[src/rtl/regfile_wb.sv]
// RV32I integer register file fed by the MEM/WB writeback triple, with a commit counter.
// Define REGFILE_WB_BYPASS_EN to forward same-cycle writeback data onto the read ports.
module regfile_wb #(
  parameter int              XLEN      = 32,
  parameter logic [XLEN-1:0] SP_RESET  = '0,
  parameter int              CNT_WIDTH = 32
) (
  input  logic                 clk,
  input  logic                 rst,
  input  logic                 register_write_enable_in,
  input  logic [4:0]           instruction_rd_in,
  input  logic [XLEN-1:0]      wb_data_in,
  input  logic [4:0]           rs1_addr,
  input  logic [4:0]           rs2_addr,
  output logic [XLEN-1:0]      rs1_data,
  output logic [XLEN-1:0]      rs2_data,
  output logic [CNT_WIDTH-1:0] wb_commit_count,
  output logic                 wb_commit
);

  // x0 has no storage; it is synthesised as a constant zero on the read side.
  logic [XLEN-1:0] regs [1:31];
  logic            commit_now;

  assign commit_now = register_write_enable_in && (instruction_rd_in != 5'd0);

  always_ff @(posedge clk or posedge rst) begin
    if (rst) begin
      for (int i = 1; i < 32; i++) begin
        regs[i] <= (i == 2) ? SP_RESET : '0;
      end
      wb_commit       <= 1'b0;
      wb_commit_count <= '0;
    end else begin
      wb_commit <= commit_now;
      if (commit_now) begin
        regs[instruction_rd_in] <= wb_data_in;
        wb_commit_count         <= wb_commit_count + {{(CNT_WIDTH-1){1'b0}}, 1'b1};
      end
    end
  end

  function automatic logic [XLEN-1:0] stored_value(input logic [4:0] addr);
    if (addr == 5'd0) begin
      return '0;
    end
    return regs[addr];
  endfunction

`ifdef REGFILE_WB_BYPASS_EN
  // Forwarding is suppressed during reset so reads show the cleared contents.
  logic bypass1;
  logic bypass2;

  assign bypass1 = !rst && commit_now && (rs1_addr == instruction_rd_in);
  assign bypass2 = !rst && commit_now && (rs2_addr == instruction_rd_in);

  always_comb begin
    rs1_data = stored_value(rs1_addr);
    rs2_data = stored_value(rs2_addr);
    if (bypass1) begin
      rs1_data = wb_data_in;
    end
    if (bypass2) begin
      rs2_data = wb_data_in;
    end
  end
`else
  always_comb begin
    rs1_data = stored_value(rs1_addr);
    rs2_data = stored_value(rs2_addr);
  end
`endif

endmodule

[config.mk]
export PLATFORM = sky130hd
export DESIGN_NAME = regfile_wb
export DESIGN_NICKNAME = d
export VERILOG_FILES = /design/src/rtl/regfile_wb.sv
export SDC_FILE = /design/constraint.sdc
export NUM_CORES = 2
export LEC_CHECK = 0
export BUFFER_PORTS_ARGS = -buffer_cell sky130_fd_sc_hd__buf_2
export CORE_MARGIN = 1
export CORE_UTILIZATION = 39
export CTS_CLUSTER_DIAMETER = 40
export DETAILED_ROUTE_END_ITERATION = 12
export GPL_TIMING_DRIVEN = 0
export HOLD_SLACK_MARGIN = 0.06
export RECOVER_POWER = 100
export SLEW_MARGIN = 20
export SYNTH_ARGS = -nofsm -noshare
export SYNTH_HDL_FRONTEND = slang
export SYNTH_SLANG_ARGS = --single-unit
[constraint.sdc]
create_clock -name clk -period 35.3 [get_ports clk]
set_input_delay 8.825 -clock clk [delete_from_list [all_inputs] [get_ports clk]]
set_output_delay 8.825 -clock clk [all_outputs]
set_load 0.05 [all_outputs]
# Word level (Yosys, flattened, before mapping)
# Index checks and enable logic that the tools add are counted.
totals:
  reg_bits: 1025
  input_bits: 50
  output_inout_bits: 97
  elab_cells: 61
op_classes:
  n_addsub: 1
  n_lt_le_gt_ge: 4
  mux: 15
  bitwise_logic: 3
  reduce_logical: 5
op_table:
  columns: ["cell", "n"]
  rows:
  - ["bitwise mux 992 bit", 1]
  - ["binary-select mux 32 bit (select 5 bit)", 2]
  - ["two-way mux 32 bit", 9]
  - ["demux 32 bit (select 5 bit)", 1]
  - ["adder 32 x 1 -> 32 bit, second input constant", 1]
  - ["greater-or-equal comparator 6 bit, second input constant", 3]
  - ["inverter 5 -> 6 bit", 3]
  - ["logical NOT 5 bit", 2]
  - ["less-than comparator 6 x 1 -> 1 bit, second input constant", 1]
  - ["nonzero test 5 bit", 1]
  - ["logical AND 1 bit", 2]
  - ["two-way mux 1 bit", 2]

# Depth between registers and ports, before layout
depth:
  ltp_word: 6
  ltp_mapped: 9
  mapped_depth_nobuf: 5

# Worst setup path before layout
# OpenSTA, ideal clock, no wires.
synth_timing:
  kind: "input-to-output"
  from: "in rs1_addr[0]"
  to: "out rs1_data[10]"
  arrival_time_ns: 11.100
  required_time_ns: 26.475
  setup_slack_ns: 15.375
  stages: 9
  n_path_buf: 5
  path_cell_list: "buf_2 > buf_2 > buf_4 > buf_2 > buf_2 > a22oi_1 > nor2_1 > o31ai_1 > o21ai_0"
synth_between:
  elab_chain_cells: 5
  word_cells_on_any_way: 7
  cone_classes: "5 x mux; 1 x bitwise; 1 x reduce/logical"
synth_rtl:
  columns: ["item", "line", "rtl"]
  rows:
  - ["start: declaration", "13", "input logic [4:0] rs1_addr,"]
  - ["inverter 5 -> 6 bit (implied by the code)", "47", "return regs[addr];"]
  - ["binary-select mux 32 bit (select 5 bit)", "47", null]
  - ["two-way mux 32 bit (implied by the code) (2 in series)", "47", null]
  - ["two-way mux 32 bit *", "47", null]
  - ["end: declaration", "15", "output logic [XLEN-1:0] rs1_data,"]
# Every way passes the cells marked *; elsewhere a longest branch is shown, timed or not. The select of a mux whose other input is x is not followed.

# Final worst setup path
layout_timing:
  from: "in rs1_addr[0]"
  to: "out rs1_data[8]"
# Same word-level chain as after synthesis.

==> impl_metrics.toml <==
[status]
status = "complete, but fails checks"
violations = "max-capacitance violations, max-slew violations"

[routing]
vias_per_cell = 6.14
drt_pass1_iterations = 6
vias = 37700
dr_wl_met3_mm = 17.2
drt-initial-drc-count = 3972
wl_met1_mm = 77.1
top_layer_used = "met5"
drc = 0
ant_nets = 0
post_drt_wl_per_cell_um = 31.1
wl_mm = 191
wl_met2_mm = 87.5

[job]
drv_cap = 23

[timing]
worst_pin_slew_ns = 1.84
grt_setup_unrepaired = "false"
skew_ns = 0.0277
report.final.slew_viol_count = 702
min_period_over_period_pct = 65.2
setup_viol = 0
setup_tns_ns = 0
fmax_mhz = 43.4
hold_violations = 0
slew_headroom_pct = -22.8
period_needed_ns = 23.02

[clock_network]
postCtsHoldBufs = 0
cts_tree = "done"
clock-sinks = 1025
cts_root_buf = "clkbuf_16"
post_cts.repair.setup_buffers = 0
clock_path_buffers = 3
ctsResizeCount = 0
clk_pin_slew_ns = 0.05
cts_buffers = 170
clock_latency_ns = 0.81
cts_htree_levels = 4

[die]
core-area_um2 = 138000
start_util_pct = 39.4
rows = 136
die_area_um2 = 141000
fp.dieW_um = 375
pin_count = 147
die_height_um = 375

[logic_synthesis]
synth-main-ff-cell = "dfrtp_1"
ys_types = 40
synth_top_area_share_pct = 47.2
synth_nets = 3839
synthTopCellsByArea = "dfrtp_1 47%, mux2_2 22%, mux4_2 16%, mux2i_1 3.5%, a22o_1 2.1%"
syn_area_um2 = 54400
synth.avg_cell_area_um2 = 14.4
synth_top_cell_by_area = "dfrtp_1"
synthCells = 3788
synthArstFlopShare_pct = 100
ys_seq_area_share_pct = 47.2
synth_common_cells = "1055 x mux2_2, 1025 x dfrtp_1, 384 x mux4_2, 192 x mux2i_1, 190 x clkbuf_1"
yosysWarnings = 0
synth_edf_count = 0
yosysMostFrequentCell = "mux2_2"
synth_seq_cells = 1025

[pwr]
total_power_mw = 4.10
power_density_nw_per_um2 = 64.8
total_leakage_power_nw = 27.4
ir_drop_uv = 51.1

[hold_path]
min_path_type = "flip-flop to flip-flop"
min_from = "wb_commit_count[31]"

[setup_path]
arrival_ns = 14.20
r2r_start = "wb_commit_count[6]"
critPathMaxFanout = 10
worstSetupEndpointType = "output pin"
crit_top_cell = "clkbuf_1"
cp-startpoint = "rs1_addr[0]"
cp_slowest_cell = "clkbuf_1"
crit_type = "primary input to output pin"
path_cells = "clkbuf_1 > clkbuf_1 > clkbuf_1 > clkbuf_1 > clkbuf_1 > a22oi_1 > nor2_1 > o31ai_1 > o21ai_0 > clkbuf_1"
slowest_delay_ns = 0.93
start_kind = "primary input"
required_ns = 26.47

[global_route]
grt_overflow = 0
grt_pass1_wl_mm = 276
grt_max_degree = 34
grt_usage_pct = 27.3
grt_pass1_vias = 38400
antenna_found_initial = 17

[layout]
syn2layout_area_growth_pct = 16.5
regArea_um2 = 25600
multi_input_area_um2 = 27000
nFillCells = 12500
drive_gt1_share_pct = 43.9
nets = 4188

[placement]
gp_congestion = 0.927
dpl.hpwl_mm = 136
place.port_buffers = 137
## layer usage
layer,vias up,global-route usage (%)
met2,1819,42.2
met1,20100,36.2
met5,-,0.343
li1,15300,-
met3,505,6.84
met4,12,12.0
## critical path, delay by kind of cell
family / cells / cell delay, ns
compound gates: 3 / 0.93
buf+inv: 6 / 4.27
simple gates: 1 / 0.15
## final cells by class
type,count,area share [%]
Clock inverter,104,2.20
Clock buffer,203,7.23
Sequential cell,1025,40.5
Inverter,3,0.0197
Tap cell,1863,3.68
Buffer,403,2.61
Multi-Input combinational cell,2357,42.6
Antenna cell,5,0.0197
Timing Repair Buffer,177,1.18
## worst paths after layout
kind | endpoint | slack (ns) | cells after the start
worst min-delay path | wb_commit_count[31] | 0.47 | 1
worst min register to register | wb_commit_count[31] | 0.47 | 1
max in group asynchronous | regs[42] | 19.50 | 8
min in group asynchronous | regs[153] | 7.99 | 2
worst max register to register | wb_commit_count[26] | 33.23 | 6
worst max-delay path | rs1_data[8] | 12.28 | 10
## report_power, final
part / internal [mW] / leakage [nW] / switching, mW
clock: 1.10 / 2.88 / 0.634
sequential: 1.40 / 13.1 / 0.165
combinational: 0.408 / 11.4 / 0.390
## cells in the final DEF, fill, tap and decap left out, drive strengths merged, types with 85 or more instances in the layout
cell	count
mux2i	192
dfrtp	1025
mux4	384
a22o	128
buf	156
o21ai	128
nor2	85
clkbuf	627
mux2	1057
nand2	94
## state kept, by name, summed over array words and instances, names as in the netlist
register / count
regs: 992
wb_commit_count: 32
wb_commit: 1
## cell families (layout without fill, tap and decap cells)
group | Yosys count | count (layout) | synth area share (%)
multiplexers | 1633 | 1633 | 41.3
flip-flops | 1025 | 1025 | 47.2
AO/OA/AOI/OAI | 450 | 450 | 5.77
buffers and inverters | 406 | 890 | 3.22
AND/OR/NAND/NOR | 242 | 242 | 2.02
XOR/XNOR | 31 | 31 | 0.499
adder cells (fa/ha/maj) | 1 | 1 | 0.0230
other | 0 | 5 | 0
## stage by stage
stage	hold slack, ns	area [um^2]	setup slack [ns]	std cells	utilization [%]
after floorplan	0.476	54400	12.35	3788	-
after global placement	0.459	57400	5.82	5788	41.6
after detailed placement	0.464	58200	14.18	5828	42.2
after CTS	0.471	64200	14.15	6135	46.5
after global routing	0.509	63300	12.28	6137	45.9
final	0.474	63400	12.28	6140	45.9
Power figures use the tool's default switching activity.
